### src/rtl/uart_rx.sv
// 8N1 UART receiver for the clk_3125 domain with a start-bit-aligned mid-bit sampler.
// Define UART_RX_PARITY_EN to add an even-parity bit between the data bits and the stop bit.
module uart_rx #(
    parameter int SYS_CLK   = 3125000,
    parameter int BAUD      = 115200,
    parameter int DATA_BITS = 8
) (
    input  logic                 clk_3125,
    input  logic                 reset,
    input  logic                 rx_in,
    output logic [DATA_BITS-1:0] rx_data,
    output logic                 rx_valid,
    output logic                 frame_err,
    output logic                 parity_err,
    output logic                 busy
);

    localparam int CLKS_PER_BIT = SYS_CLK / BAUD;
    localparam int HALF_BIT     = CLKS_PER_BIT / 2;
    localparam int CNT_W        = (CLKS_PER_BIT > 1) ? $clog2(CLKS_PER_BIT) : 1;
    localparam int IDX_W        = (DATA_BITS > 1) ? $clog2(DATA_BITS) : 1;

    typedef enum logic [2:0] {
        IDLE,
        START,
        DATA,
`ifdef UART_RX_PARITY_EN
        PARITY,
`endif
        STOP,
        BREAK
    } state_t;

    state_t               state;
    state_t               state_next;
    logic                 sync_ff;
    logic                 rx_s;
    logic [CNT_W-1:0]     clk_cnt;
    logic [IDX_W-1:0]     bit_idx;
    logic [DATA_BITS-1:0] shift_reg;
    logic                 bit_end;
    logic                 half_end;

    assign bit_end  = (clk_cnt == CNT_W'(CLKS_PER_BIT - 1));
    assign half_end = (clk_cnt == CNT_W'(HALF_BIT - 1));
    assign busy     = (state != IDLE);

    // Synchronizer resets to 1 so the line looks idle straight out of reset.
    // NOTE: sequential state uses non-blocking assignments so every flop samples pre-edge values.
    always_ff @(posedge clk_3125 or negedge reset) begin
        if (!reset) begin
            sync_ff <= 1'b1;
            rx_s    <= 1'b1;
        end else begin
            sync_ff <= rx_in;
            rx_s    <= sync_ff;
        end
    end

    always_ff @(posedge clk_3125 or negedge reset) begin
        if (!reset) state <= IDLE;
        else        state <= state_next;
    end

    // NOTE: state_next gets a default before the case so no path leaves it unassigned (no latch).
    always_comb begin
        state_next = state;
        case (state)
            IDLE:    if (!rx_s)    state_next = START;
            START:   if (half_end) state_next = rx_s ? IDLE : DATA;
            DATA: begin
                if (bit_end && bit_idx == IDX_W'(DATA_BITS - 1)) begin
`ifdef UART_RX_PARITY_EN
                    state_next = PARITY;
`else
                    state_next = STOP;
`endif
                end
            end
`ifdef UART_RX_PARITY_EN
            PARITY:  if (bit_end)  state_next = STOP;
`endif
            STOP:    if (bit_end)  state_next = rx_s ? IDLE : BREAK;
            BREAK:   if (rx_s)     state_next = IDLE;
            default:               state_next = IDLE;
        endcase
    end

    // Counters only run in the timed states, so IDLE and BREAK never wrap them.
    always_ff @(posedge clk_3125 or negedge reset) begin
        if (!reset) begin
            clk_cnt <= '0;
            bit_idx <= '0;
        end else begin
            if (state_next != state || bit_end)
                clk_cnt <= '0;
            else if (state != IDLE && state != BREAK)
                clk_cnt <= clk_cnt + CNT_W'(1);

            if (state_next != state)
                bit_idx <= '0;
            else if (state == DATA && bit_end)
                bit_idx <= bit_idx + IDX_W'(1);
        end
    end

`ifdef UART_RX_PARITY_EN
    logic parity_bad;
`endif

    always_ff @(posedge clk_3125 or negedge reset) begin
        if (!reset) begin
            shift_reg <= '0;
            rx_data   <= '0;
            rx_valid  <= 1'b0;
            frame_err <= 1'b0;
`ifdef UART_RX_PARITY_EN
            parity_bad <= 1'b0;
            parity_err <= 1'b0;
`endif
        end else begin
            rx_valid  <= 1'b0;
            frame_err <= 1'b0;
`ifdef UART_RX_PARITY_EN
            parity_err <= 1'b0;
            if (state == PARITY && bit_end)
                parity_bad <= (^shift_reg) ^ rx_s;
`endif
            // LSB arrives first: shifting right leaves it at bit 0 after the last data bit.
            if (state == DATA && bit_end)
                shift_reg <= {rx_s, shift_reg[DATA_BITS-1:1]};

            if (state == STOP && bit_end) begin
                if (rx_s) begin
                    rx_data  <= shift_reg;
                    rx_valid <= 1'b1;
`ifdef UART_RX_PARITY_EN
                    parity_err <= parity_bad;
`endif
                end else begin
                    frame_err <= 1'b1;
                end
            end
        end
    end

`ifndef UART_RX_PARITY_EN
    assign parity_err = 1'b0;
`endif

endmodule
### config.mk
export PLATFORM = sky130hd
export DESIGN_NAME = uart_rx
export DESIGN_NICKNAME = d
export VERILOG_FILES = /design/src/rtl/uart_rx.sv
export SDC_FILE = /design/constraint.sdc
export NUM_CORES = 1
export LEC_CHECK = 0
export ABC_AREA = 1
export BUFFER_PORTS_ARGS = -buffer_cell sky130_fd_sc_hd__buf_2
export CAP_MARGIN = 40
export CORE_MARGIN = 2
export CORE_UTILIZATION = 40
export DETAILED_ROUTE_END_ITERATION = 16
export HOLD_SLACK_MARGIN = 0.12
export PLACE_DENSITY_LB_ADDON = 0.08
export SYNTH_ARGS = -nofsm -noshare
export SYNTH_HDL_FRONTEND = slang
export SYNTH_SLANG_ARGS = --single-unit
### constraint.sdc
create_clock -name clk_3125 -period 2.31 [get_ports clk_3125]
set_input_delay 0.1155 -clock clk_3125 [delete_from_list [all_inputs] [get_ports clk_3125]]
set_output_delay 0.1155 -clock clk_3125 [all_outputs]
set_load 0.005 [all_outputs]
==> results of run 1 <==
final cells by class:
class	count	area [um^2]
fill	364	1900
clock inverter	1	7.51
clock buffer	7	96.3
timing repair buffer	15	85.1
multi-input combinational	98	624
inverter	23	86.3
sequential	31	778
tap	48	60.1
kinds of logic (layout without fill, tap and decap cells):
family | count (synthesis) | count (layout)
other | 1 | 1
AND/OR/NAND/NOR | 64 | 64
AO/OA/AOI/OAI | 21 | 21
XOR/XNOR | 5 | 5
adder cells (fa/ha/maj) | 5 | 5
multiplexers | 2 | 2
flip-flops | 31 | 31
buffers and inverters | 26 | 46
worst reg2reg max path, cell delays in order (launching register included):
cell	delay, ns
dfrtp_1	0.42
inv_1	0.10
ha_1	0.17
nand2_1	0.07
nor2_2	0.21
nand2_4	0.18
mux2_1	0.34
and2_1	0.15
what timing repair did:
item                                    in CTS  in global routing
endpoints found under the setup margin       0                  0
endpoints found under the hold margin       30                  0
buffers inserted                             0                  0
gates resized for setup                      0                  0
hold buffers                                 2                  0
stage by stage:
step	instance area [um^2]	total power [mW]	hold slack, ns	setup WS, ns
6_report	1740	1.53	0.358	0.576
5_1_grt	1740	1.65	0.363	0.438
4_1_cts	1740	1.55	0.360	0.552
3_5_place_dp	1610	1.07	0.205	0.557
3_3_place_gp	1610	1.07	0.201	0.616
2_1_floorplan	1510	0.972	-0.180	0.755
report_power, final:
part / internal, mW / switching, mW / leakage [nW]
Clock: 0.271 / 0.194 / 0.0505
Combinational: 0.148 / 0.264 / 0.388
Sequential: 0.587 / 0.0660 / 0.420
Total: 1.01 / 0.525 / 0.858
Yosys cell counts (2+ instances only):
cell type and number:
inv_1 17, nand2_1 29, nand2_2 3, dfstp_2 2, o21ai_2 7, nor2_1 10
nand3_2 2, nor2_2 4, nand4_1 3, nand3_1 5, nor3_2 3, and2_1 2
ha_1 5, dfrtp_1 29, inv_2 6, xor2_1 5, mux2_1 2, o21ai_1 9
path summary, 6_finish.rpt:
kind                                end        from  cells after the start  slack, ns
setup / recovery             bit_idx[2]  clk_cnt[0]                      7       0.58
hold / removal                     rx_s     sync_ff                      0       0.36
setup reg to reg             bit_idx[2]  clk_cnt[0]                      7       0.58
hold reg to reg                    rx_s     sync_ff                      0       0.36
max in group asynchronous  shift_reg[5]       reset                      2       1.45
min in group asynchronous      state[2]       reset                      2       0.41
routing by layer:
| metal | part of all wire | track usage |
|---|---|---|
| met5 | 0 | 0 |
| met4 | 0.013 | 0.0573 |
| met3 | 0.040 | 0.0531 |
| met2 | 0.45 | 0.209 |
| met1 | 0.49 | 0.188 |
==> results.yml, run 1 <==
routing:
  drt_wl_total_mm: 2.54
  viasPerCell: 4.54
  ant_nets: 0
  vias: 1013
  dr.pass1.iters: 4
  routedWlPerCell_um: 11.4
  drt_iter0_drc: 28
  drc: 0
clock_network:
  clock_path_buffers: 2
  numCtsBuffers: 5
  htree_levels: 2
  clk_latency_ns: 0.28
  cts-root-buf: "clkbuf_8"
  cts_tree: "yes"
  cts_sinks: 31
  clk_pin_slew_ns: 0.06
synthesis:
  synthFlopType: "dfrtp_1"
  synth_enable_flop_cells: 0
  synth_nets: 163
  synthDistinctLibCells: 30
  synth_top_family_by_area: "simple AND/OR/NAND/NOR gates"
  yosys_register_bits: 31
  netlist_top_cells_area: "dfrtp_1 48%, nand2_1 7.2%, inv_1 4.2%"
  syn_avg_cell_area_um2: 9.75
  yosys_warnings: 0
  ys_async_sr_fraction: 1.00
  netlist.area_leader.share: 0.480
  yosys.area_share.simple: 0.224
  synthCells: 155
  synth.cell_area_um2: 1510
  synth_fa_ha_area_frac: 0.0414
  synth_largest_area_cell: "dfrtp_1"
  synth_xor_area_frac: 0.0290
  synth.area.mux_share: 0.0149
  synth-compound-area-share: 0.101
  ys_seq_area_frac: 0.515
pwr:
  power_density_nw_per_um2: 880
  ir_worst_vdd_uv: 467
  p_leak_nw: 0.858
timing:
  hold_viol: 0
  fmax_ghz: 0.577
  max_slew_margin: 0.545
  setup_viol: 0
  fin_setup_tns_ns: 0
  drv_slew: 0
  finalCriticalPeriod_ns: 1.73
  fin_crit_sh: 0.751
  fin_skew_ns: 0.00686
  rsz0062_at_grt: "false"
  worstMarginPinSlew_ns: 0.682
floorplanning:
  io_pins: 15
  fp.coreArea_um2: 3630
  row_count: 22
  die_w_um: 65.5
  initial_core_util: 0.416
  fp.dieH_um: 65.5
  die_area_um2: 4290
finish:
  stdcell_count: 223
  layout_common_cells: "29 x nand2_1, 29 x dfrtp_1, 17 x inv_1"
  area_growth_pct: 15.0
  utilization: 0.478
  diodes: 0
  fin_nets: 182
  drive_gt1_frac: 0.297
setup_path:
  required_ns: 2.47
  critical_path_class: "flip-flop to flip-flop"
  critPathCaptureType: "flip-flop"
  cp_top_family: "simple AND/OR/NAND/NOR gates"
  cp_slowest_stage_delay_ns: 0.42
  crit_path_start_kind: "flip-flop"
  critPathBufInv: 1
  worstPathMaxFanout: 19
  slowest_stage: "dfrtp_1"
  crit_chain: "inv_1 -> ha_1 -> nand2_1 -> nor2_2 -> nand2_4 -> mux2_1 -> and2_1"
  arrival_ns: 1.90
placement:
  dp_hpwl_mm: 1.88
  port_buffers: 13
  gp_congestion: 0.806
  dp.cells: 213
global_route:
  overflow: 0
  grt_antenna_before_repair: 0
  grt_pass1_wl_mm: 4.56
  grt_pass1_vias: 1007
  grt_max_degree: 32
  grtUsageTotal: 0.142
outcome:
  outcome: "finished, final reports clean"
flow_run:
  maxCapViolations: 0
worst_hold_path:
  hold_class: "flip-flop to flip-flop"
No activity file was read; power rests on OpenSTA's default activity.
==> run 2: changes to the inputs <==
- clock period: 2.31 -> 1.5 ns (I/O delays scaled with it)
==> run 2 against run 1 <==
Against the previous run: the flow now finishes with violations (setup timing); register-to-register slack got worse by 0.62 ns; sequential cell count stayed put; clock skew decreased by 0.0018 ns; global-route usage is 1.4 points higher; critical path depth increased by 2; sequential share of layout area shrank 5.5 points; sequential power increased by 53%; cell count increased by 11%; via count rose by 12%.
==> results.yml, run 2 (synthesized netlist as in run 1, its figures left out) <==
outcome:
  outcome: "complete, but fails checks"
  violations: "setup timing"
finish:
  area_growth_pct: 31.2
  fin_nets: 207
  layout_common_cells: "29 x dfrtp_1, 26 x nand2_1, 25 x buf_4"
  layout_commonest_cell: "dfrtp_1"
  drive_gt1_frac: 0.437
  stdcell_count: 247
  diodes: 0
  final_area_um2: 1980
pwr:
  ir_worst_vdd_uv: 1070
  total_power_mw: 2.83
  p_leak_nw: 0.981
  power_density_nw_per_um2: 1420
setup_path:
  critPathLaunch: "clk_cnt[0]"
  r2r_cells: 9
  slowest_stage: "dfrtp_1"
  required_ns: 1.67
  crit_path_start_kind: "flip-flop"
  rr_startpoint: "clk_cnt[0]"
  arrival_ns: 1.72
  critPathBufInv: 2
  crit_chain: "inv_2 -> ha_4 -> nand2_2 -> nor2_4 -> buf_4 -> nand3_2 -> a31oi_4 -> nor2_2 -> and2_1"
  rrSetupSlack_ns: -0.05
  worstPathMaxFanout: 4
  cp_top_family: "simple AND/OR/NAND/NOR gates"
  r2r_end: "bit_idx[1]"
  cp_slowest_stage_delay_ns: 0.39
  critPathCaptureType: "flip-flop"
  critical_path_class: "flip-flop to flip-flop"
routing:
  viasPerCell: 4.61
  routedWlPerCell_um: 11.7
  ant_nets: 0
  drc: 0
  drt_wl_total_mm: 2.90
  vias: 1139
  drt_iter0_drc: 45
  dr.pass1.iters: 4
clock_network:
  htree_levels: 2
  numCtsBuffers: 5
  clock_path_buffers: 2
  cts-root-buf: "clkbuf_8"
  clk_pin_slew_ns: 0.06
  cts_sinks: 31
  clk_latency_ns: 0.28
  cts_tree: "yes"
timing:
  setup_ws_ns: -0.0460
  max_slew_margin: 0.545
  worstMarginPinSlew_ns: 0.683
  drv_slew: 0
  fmax_ghz: 0.647
  fin_crit_sh: 1.03
  setup_viol: 8
  hold_viol: 0
  fin_skew_ns: 0.00506
  fin_setup_tns_ns: -0.229
  finalCriticalPeriod_ns: 1.55
  rsz0062_at_grt: "true"
worst_hold_path:
  hold_class: "input pin to asynchronous set/reset pin"
floorplanning:
  io_pins: 15
  fp.coreArea_um2: 3630
  die_w_um: 65.5
  fp.dieH_um: 65.5
  die_area_um2: 4290
  initial_core_util: 0.416
  row_count: 22
global_route:
  grt_pass1_vias: 1167
  overflow: 0
  grt_antenna_before_repair: 0
  grtUsageTotal: 0.156
  grt_pass1_wl_mm: 4.90
  grt_max_degree: 32
placement:
  place_area_um2: 1720
  dp_slack_ns: -0.0753
  dp.cells: 227
  port_buffers: 13
  dp_hpwl_mm: 1.97
  gp_congestion: 0.764
flow_run:
  maxCapViolations: 0
-- run 2: layer usage --
| metal | global-route usage | share of wire | vias to the layer above |
|---|---|---|---|
| met5 | 0 | 0 | - |
| met4 | 0.0703 | 0.024 | 0 |
| met3 | 0.0462 | 0.041 | 10 |
| met2 | 0.272 | 0.49 | 24 |
| met1 | 0.175 | 0.45 | 528 |
| li1 | - | - | 577 |
-- run 2: report_power, final --
group	internal, mW	switching, mW	leakage [nW]	total [mW]
clock network	0.486	0.299	0.0513	0.785
logic	0.507	0.533	0.510	1.04
registers	0.904	0.0970	0.420	1.00
total	1.90	0.929	0.981	2.83
-- run 2: through the flow --
step           utilization  hold slack [ns]
5_1_grt              0.546            0.366
3_5_place_dp         0.475            0.162
6_report             0.546            0.356
2_1_floorplan            -           -0.221
3_3_place_gp         0.475            0.160
4_1_cts              0.528            0.357
-- run 2: how the worst max path moves through the flow --
stage	to	cells after the start
global placement	bit_idx[1]	10
detailed placement	bit_idx[1]	8
finish	bit_idx[1]	9
floorplan	bit_idx[1]	7
CTS	bit_idx[1]	10
global route	bit_idx[1]	8
-- run 2: area by class of cell --
type | count | area, um^2
multi-input cells | 98 | 681
clock inverters | 1 | 30.0
flip-flops and latches | 31 | 778
clock buffers | 6 | 72.6
inverters | 23 | 88.8
well taps | 48 | 60.1
repair buffers | 40 | 273
fillers | 337 | 1650
-- run 2: what timing repair did --
| item | 4_1_cts | 5_1_grt |
|---|---|---|
| hold buffers | 2 | 0 |
| setup buffers | 5 | 6 |
| pin swaps | 5 | 6 |
| hold endpoints to repair | 30 | 0 |
| gates resized for setup | 9 | 7 |
| setup endpoints to repair | 15 | 16 |
-- run 2: worst reg2reg max path, stage by stage, from the launching register on --
cell,delay (ns)
dfrtp_1,0.39
inv_2,0.10
ha_4,0.14
nand2_2,0.06
nor2_4,0.14
buf_4,0.14
nand3_2,0.10
a31oi_4,0.18
nor2_2,0.05
and2_1,0.13
